===== src/rtl/max_stream_reduce.sv =====
// ---------------------------------------------------------------------------
// max_stream_reduce
//
// Finds the maximum of a framed sample stream. The block returns the maximum
// value, the 0-based position of its first occurrence, and the number of
// samples in the frame.
//
// A frame closes on the sample that brings the count to FRAME, or earlier on
// a sample flagged with in_last. The result is then held until downstream
// accepts it. The output registers keep their last result after the
// transfer, until the next frame closes.
//
// Parameters
//   WIDTH   operand width in bits
//   FRAME   maximum samples per frame (2..256)
//   SIGNED  0 = unsigned compare, 1 = two's-complement compare
//
// Ports
//   clk        rising-edge clock
//   rst_n      asynchronous active-low reset
//   in_valid   upstream sample valid
//   in_ready   block accepts a sample this cycle
//   in_data    sample operand
//   in_last    accompanying sample closes the frame early
//   out_valid  result available
//   out_ready  downstream accepts the result
//   out_max    frame maximum
//   out_idx    position of the maximum within the frame
//   out_cnt    number of samples in the frame
// ---------------------------------------------------------------------------
module max_stream_reduce #(
  parameter  int WIDTH  = 8,
  parameter  int FRAME  = 8,
  parameter  int SIGNED = 0,
  localparam int IDXW   = $clog2(FRAME),
  localparam int CNTW   = $clog2(FRAME + 1)
) (
  input  logic             clk,
  input  logic             rst_n,
  input  logic             in_valid,
  output logic             in_ready,
  input  logic [WIDTH-1:0] in_data,
  input  logic             in_last,
  output logic             out_valid,
  input  logic             out_ready,
  output logic [WIDTH-1:0] out_max,
  output logic [IDXW-1:0]  out_idx,
  output logic [CNTW-1:0]  out_cnt
);

  typedef enum logic [1:0] {
    IDLE,
    ACCUM,
    HOLD
  } state_t;

  state_t           state_q, state_d;

  // Running accumulator for the frame in progress.
  logic [WIDTH-1:0] max_q, max_d;
  logic [IDXW-1:0]  idx_q, idx_d;
  logic [CNTW-1:0]  cnt_q, cnt_d;

  // Result registers. These are kept apart from the accumulator so that the
  // outputs stay stable while the next frame is building up.
  logic [WIDTH-1:0] res_max_q, res_max_d;
  logic [IDXW-1:0]  res_idx_q, res_idx_d;
  logic [CNTW-1:0]  res_cnt_q, res_cnt_d;

  logic             accept;
  logic             greater;
  logic [CNTW-1:0]  cnt_inc;
  logic             close_frame;

  // in_ready depends only on the registered state and the reset, so there is
  // no path from out_ready. Gating with rst_n holds it low during reset and
  // raises it as soon as reset is released.
  assign in_ready  = rst_n && (state_q != HOLD);
  assign out_valid = (state_q == HOLD);
  assign accept    = in_valid && in_ready;

  assign out_max = res_max_q;
  assign out_idx = res_idx_q;
  assign out_cnt = res_cnt_q;

  // Strict comparison: an equal value never wins, so ties keep the earliest
  // index.
  always_comb begin
    if (SIGNED != 0) begin
      greater = $signed(in_data) > $signed(max_q);
    end else begin
      greater = in_data > max_q;
    end
  end

  assign cnt_inc     = cnt_q + CNTW'(1);
  assign close_frame = (cnt_inc == CNTW'(FRAME)) || in_last;

  // Next-state and datapath logic.
  // While accumulating, cnt_q never exceeds FRAME-1. It therefore always
  // fits in IDXW bits when it is used as the index of a new maximum.
  always_comb begin
    state_d   = state_q;
    max_d     = max_q;
    idx_d     = idx_q;
    cnt_d     = cnt_q;
    res_max_d = res_max_q;
    res_idx_d = res_idx_q;
    res_cnt_d = res_cnt_q;

    case (state_q)
      IDLE: begin
        if (accept) begin
          max_d = in_data;
          idx_d = '0;
          cnt_d = CNTW'(1);
          if (in_last) begin
            state_d   = HOLD;
            res_max_d = in_data;
            res_idx_d = '0;
            res_cnt_d = CNTW'(1);
          end else begin
            state_d = ACCUM;
          end
        end
      end

      ACCUM: begin
        if (accept) begin
          cnt_d = cnt_inc;
          if (greater) begin
            max_d = in_data;
            idx_d = cnt_q[IDXW-1:0];
          end
          if (close_frame) begin
            state_d   = HOLD;
            res_max_d = max_d;
            res_idx_d = idx_d;
            res_cnt_d = cnt_inc;
          end
        end
      end

      HOLD: begin
        if (out_ready) begin
          state_d = IDLE;
        end
      end

      default: begin
        state_d = IDLE;
      end
    endcase
  end

  // State, accumulator and result registers. Reset discards any partial
  // frame or pending result.
  always_ff @(posedge clk or negedge rst_n) begin
    if (!rst_n) begin
      state_q   <= IDLE;
      max_q     <= '0;
      idx_q     <= '0;
      cnt_q     <= '0;
      res_max_q <= '0;
      res_idx_q <= '0;
      res_cnt_q <= '0;
    end else begin
      state_q   <= state_d;
      max_q     <= max_d;
      idx_q     <= idx_d;
      cnt_q     <= cnt_d;
      res_max_q <= res_max_d;
      res_idx_q <= res_idx_d;
      res_cnt_q <= res_cnt_d;
    end
  end

endmodule


===== config.mk =====
export PLATFORM = sky130hd
export DESIGN_NAME = max_stream_reduce
export DESIGN_NICKNAME = d
export VERILOG_FILES = /design/src/rtl/max_stream_reduce.sv
export SDC_FILE = /design/constraint.sdc
export NUM_CORES = 1
export LEC_CHECK = 0
export CAP_MARGIN = 40
export CORE_MARGIN = 2
export CORE_UTILIZATION = 46
export CTS_CLUSTER_SIZE = 24
export DETAILED_ROUTE_END_ITERATION = 10
export PLACE_DENSITY = 0.78
export SLEW_MARGIN = 20
export SYNTH_ARGS = -nofsm -noshare
export SYNTH_HDL_FRONTEND = slang
export SYNTH_SLANG_ARGS = --single-unit

===== constraint.sdc =====
create_clock -name clk -period 1.9 [get_ports clk]
set_input_delay 0.19 -clock clk [delete_from_list [all_inputs] [get_ports clk]]
set_output_delay 0.19 -clock clk [all_outputs]
set_load 0.02 [all_outputs]

=== Word level (Yosys, flattened, before mapping) ===
Cells that the tools add are included.

* Flip-flop bits (word level): 32
* Bits of input ports: 13
* Logic and storage cells: 58
* Output and inout bits: 17

* Multiplexer cells: 32
* Reductions and logical operators: 8
* $lt $le $gt $ge: 1
* $add $sub $neg: 1
* Eq/ne operators: 9

{| class="wikitable"
|+ Operator list
! cell !! count
|-
| $mux 8 || 7
|-
| $pmux 8 s2 || 2
|-
| $mux 4 || 6
|-
| $mux 3 || 7
|-
| $pmux 4 s2 || 2
|-
| $pmux 3 s2 || 2
|-
| $mux 2 || 5
|-
| $ne 2x2->1 const B || 5
|-
| $gt 8x8->1 || 1
|-
| $pmux 2 s3 || 1
|-
| $reduce_and 5->1 || 1
|-
| $add 4x1->4 const B || 1
|-
| $eq 4x4->1 const B || 1
|-
| $reduce_and 4->1 || 1
|-
| $reduce_and 3->1 || 1
|-
| $eq 2x1->1 const B || 1
|-
| $eq 2x2->1 const B || 1
|-
| $logic_and 1x1->1 || 2
|-
| $logic_not 2->1 || 1
|-
| $ne 2x1->1 const B || 1
|-
| $reduce_bool 2->1 || 1
|-
| $logic_or 1x1->1 || 1
|}

=== Depth between registers and ports, before layout ===
Gate-level depths: netlist of run 1.

* Depth in word-level cells: 6
* Gate-level depth with buffers: 9
* Gate-level depth less buffers: 8

=== Worst setup path after synthesis of run 1 ===
Ideal clock, no wire load.

* Path kind: register to register
* From: reg max_q[7]
* To: reg res_max_q[1], in the netlist out_max[1]
* Path buffers: 1
* Setup time: 0.137 ns
* Setup slack: -0.100 ns
* Stages on the path, launching flop included: 9
* Arrival time: 1.863 ns
* Data required time: 1.763 ns
* Period minus slack after synthesis: 2.000 ns
* Cells stage by stage: dfrtp_1 > inv_1 > ha_1 > and4_2 > or3_4 > a31oi_4 > buf_6 > mux2i_1 > a21oi_1

* Word-level cells in the longest chain between the ends: 5

{| class="wikitable"
|+ Ends and longest elaborated chain
! element !! line !! source
|-
| start: declaration || 60 || <nowiki>logic [WIDTH-1:0] max_q, max_d;</nowiki>
|-
| start signal: assignment || 169 || <nowiki>max_q <= max_d;</nowiki>
|-
| $gt 8x8->1 || 92 || <nowiki>greater = in_data > max_q;</nowiki>
|-
| $mux 8 || 131 || <nowiki>if (greater) begin</nowiki>
|-
| $mux 8 || 135 || <nowiki>if (close_frame) begin</nowiki>
|-
| $mux 8 || 129 || <nowiki>if (accept) begin</nowiki>
|-
| $pmux 8 s2 || 111 || <nowiki>case (state_q)</nowiki>
|-
| end signal: assignment || 172 || <nowiki>res_max_q <= res_max_d;</nowiki>
|-
| end: declaration || 66 || <nowiki>logic [WIDTH-1:0] res_max_q, res_max_d;</nowiki>
|}

No other way between the ends. The select of a mux whose other input is x is not followed.
A chain may end at the register's enable or synchronous reset.

=== Worst setup path in the final report of run 1 ===
* From: reg max_q[5]
* To: reg max_q[6]

* Word-level cells in the longest chain between the ends: 4

{| class="wikitable"
|+ Ends and longest elaborated chain
! element !! line
|-
| $gt 8x8->1 || 92
|-
| $mux 8 || 131
|-
| $mux 8 || 129
|-
| $pmux 8 s2 || 111
|}

No other way between the ends. The select of a mux whose other input is x is not followed.

==> key figures, run 1 <==
Synth
  • Most used DFF post-synth: dfrtp_1
  • Seq/Total Area, Yosys: 0.486
  • Syn_nets: 181
  • Post-synth EDFFs: 0
  • Top-area cell type share of the netlist area: 0.486
  • Syn avg cell area: between 10 and 15 um^2
  • Syn. warnings: 0
  • Top post-synthesis cells by area: dfrtp_1, ha_1, mux2i_1, mux2_2, o21ai_0
  • Post-synth top area cell: dfrtp_1
  • Post-Synthesis Cells: 159
  • Count leader, synth: dfrtp_1
  • Unique cell type count in the Yosys netlist: 32
  • Fraction of registers with async set/reset: 1.00
  • #FFs+latches synth: 32
  • Synth top cells by count: dfrtp_1, o21ai_0, nand2_1
  • Mapped Area: roughly 0.0016 mm^2

Power and ir drop
  • Comb pwr share: 0.395
  • Psw: 789 uW
  • Internal power: roughly 1600 uW
  • Leak: about 0.0011 uW
  • Switching part of the total: 0.333
  • Power Density: ~1000 mW/mm^2
  • Clock power share: 0.227
  • Peak VDD IR: 0.812 mV
  • Flop pwr share: 0.378

Cells and area
  • Fillers: about 240
  • Layout cells sized above 1: 0.261
  • Final core utilization: 0.689
  • Final cell count without fillers: 264
  • Multi-input logic area: 837 um^2
  • Layout area overhead: 41.6%
  • Final #Nets: between 200 and 250
  • ANT cells: 0
  • Register area: 801 um^2

Route
  • Router iterations before antenna repair: 6
  • Drt drc: 0
  • Initial DRC Count: 45
  • Post-route ant nets: 0
  • Via count: 1377
  • Via-to-Cell Ratio: between 5 and 6
  • Avg WL per Cell: around 14 um
  • Final wirelength: between 3000 and 4000 um

Critical path
  • Critical Path Sink Type: flop
  • Worst setup SP type: flop
  • Crit path DAT: 2420 ps
  • Reg2Reg Launch Point: max_q[5]
  • Required @ worst endpoint: 2150 ps
  • Worst-path maximum fanout: 8
  • R2R Setup Slk: -270 ps
  • Reg-to-reg endpoint: max_q[6]
  • WS Path Type: reg2reg
  • Reg2reg path depth: 10

Clock network
  • CTS clk-pin slew, worst paths: approximately 110 ps
  • Clock root cell: clkbuf_4
  • Total CTS buffers: 5
  • Clk sinks: 32
  • Clk Latency, worst-skew pair: roughly 360 ps
  • CTS Hold Buffers Added: 0
  • CTS Buffer Depth: 2
  • CTS tree: yes
  • H-tree levels: 2

STA
  • F_max: 0.460 GHz
  • Final count of negative-setup-slack endpoints: 22
  • Period utilization: 1.14
  • Max_slew headroom: 0.709
  • Final setup skew: 8.19 ps
  • RSZ-0062 raised after global routing: true
  • Worst slew pin tran: 435 ps
  • Final Hold Fails: 0
  • PnR worst setup slack: -274 ps
  • Max Slew Vio Count: 0
  • Crit path time final: approximately 2200 ps

Run
  • Max_cap viols: 0

GRT
  • Largest net degree at the start of global routing: 34
  • Initial antenna violation count: 0
  • Vias in the first global route: 1398
  • Global-route wire length before repair: 6100 um
  • Total Routing Usage GR: 0.196
  • Remaining global-route overflow: 0

Placed design
  • IO Port Bufs: 29
  • GPL Wtd Cong: ~0.83
  • Detailed Place HPWL: about 2700 um
  • Dpl cells: 253

Worst hold path
  • Worst min-delay path category: in2async

Outcome
  • Status: complete, but fails checks
  • Failing checks: setup timing

Floorplan
  • Die area: 0.00408 mm^2
  • Initial Util: 0.487
  • I/O pin cnt: 30
  • CORE AREA: 0.00339 mm^2
  • DIE WIDTH: 63.9 um
  • Rows: 21
  • Die height: about 64 um
## placed cells by master, fill, tap and decap left out, types with 2 or more instances in the layout
cell,instances
dfrtp_1,32
clkdlybuf4s50_1,27
buf_4,25
nand2_1,14
nor2_1,13
mux2i_1,11
a21oi_1,10
inv_1,8
o21ai_0,8
nand3_1,8
ha_1,8
o21ai_1,5
mux2_2,5
clkbuf_4,5
mux2_4,3
o31ai_1,3
nand2b_1,2
nor2b_1,2
o21ai_2,2
xnor2_1,2
dlymetal6s2s_1,2
buf_6,2
## metrics by stage
step	cell area, um^2	TNS [ps]	power (uW)	worst slack (ps)	hold slack, ps
global placement	2170	-8320	1730	-446	455
global route	2330	-6050	2500	-333	419
detailed placement	2170	-9550	1760	-488	474
floorplan	1660	-263	1390	-33.3	-106
CTS	2270	-3640	2330	-218	366
finish	2330	-4340	2370	-274	369
## cell families after synthesis
group / share of synthesized area
AOI/OAI and AO/OA: 0.124
xor gates and xnor gates: 0.0159
adders and majority gates: 0.0683
buffers and inverters: 0.0394
DFF: 0.486
muxes: 0.121
and+or+nand+nor: 0.146
## flip-flops by register name (all words and copies together) (netlist names)
| register | count |
|---|---|
| cnt_q | 4 |
| max_q | 8 |
| out_max | 8 |
| out_idx | 3 |
| idx_q | 3 |
| out_cnt | 4 |
| state_q | 2 |
## critical path, stage by stage (launching register included)
cell	delay, ps
dfrtp_1	410
inv_2	80
ha_4	200
a211oi_2	180
nor2_1	90
or3_4	350
a31oi_4	150
buf_4	140
nor2_4	40
buf_12	130
mux2_4	300
## layer usage
metal | global-route usage | wire length, um | vias up
met2 | 0.344 | 1930 | 31
li1 | - | - | 676
met4 | 0.0842 | 67 | 0
met5 | 0 | 0 | -
met3 | 0.0528 | 158 | 8
met1 | 0.222 | 1630 | 662
## layout make-up
type                    instances  share of cell area
multi-input cells             112               0.359
clock inverters                 3              0.0182
inverters                       9              0.0145
repair buffers                 57               0.225
flip-flops and latches         32               0.343
well taps                      46              0.0247
clock buffers                   5              0.0161
## worst max path at each step
stage / from / to / slack, ps / depth (start not counted)
final: max_q[5] / max_q[6] / -270 / 10
after global routing: max_q[5] / out_max[1] / -330 / 10
after CTS: max_q[5] / max_q[6] / -220 / 9
after detailed placement: in_data[7] / max_q[2] / -490 / 8
after global placement: in_data[3] / max_q[1] / -450 / 8
after floorplan: max_q[4] / out_max[5] / -30 / 8
## power groups by stage
stage | Clock [uW] | Combinational, uW | Sequential (uW)
after global placement | 0 | 826 | 900
after CTS | 548 | 881 | 897
after detailed placement | 0 | 853 | 909
final | 538 | 935 | 896
after global routing | 573 | 1020 | 913
after floorplan | 0 | 413 | 972
## what timing repair did
action	4_1_cts	5_1_grt
cloned	0	0
pin swaps	2	3
gates resized for setup	11	7
endpoints found under the setup margin	22	24
buffers inserted	1	2
Note: power is estimated with default switching activity, not from simulation.
==> run 2, diff against run 1 <==
--- a/config.mk
+++ b/config.mk
@@ -10,6 +10,7 @@
 export CORE_UTILIZATION = 46
 export CTS_CLUSTER_SIZE = 24
 export DETAILED_ROUTE_END_ITERATION = 10
+export HOLD_SLACK_MARGIN = 0.06
 export PLACE_DENSITY = 0.78
 export SLEW_MARGIN = 20
 export SYNTH_ARGS = -nofsm -noshare
==> results of run 2 <==
No change in the layout: final DEF, timing and power equal those of run 1.
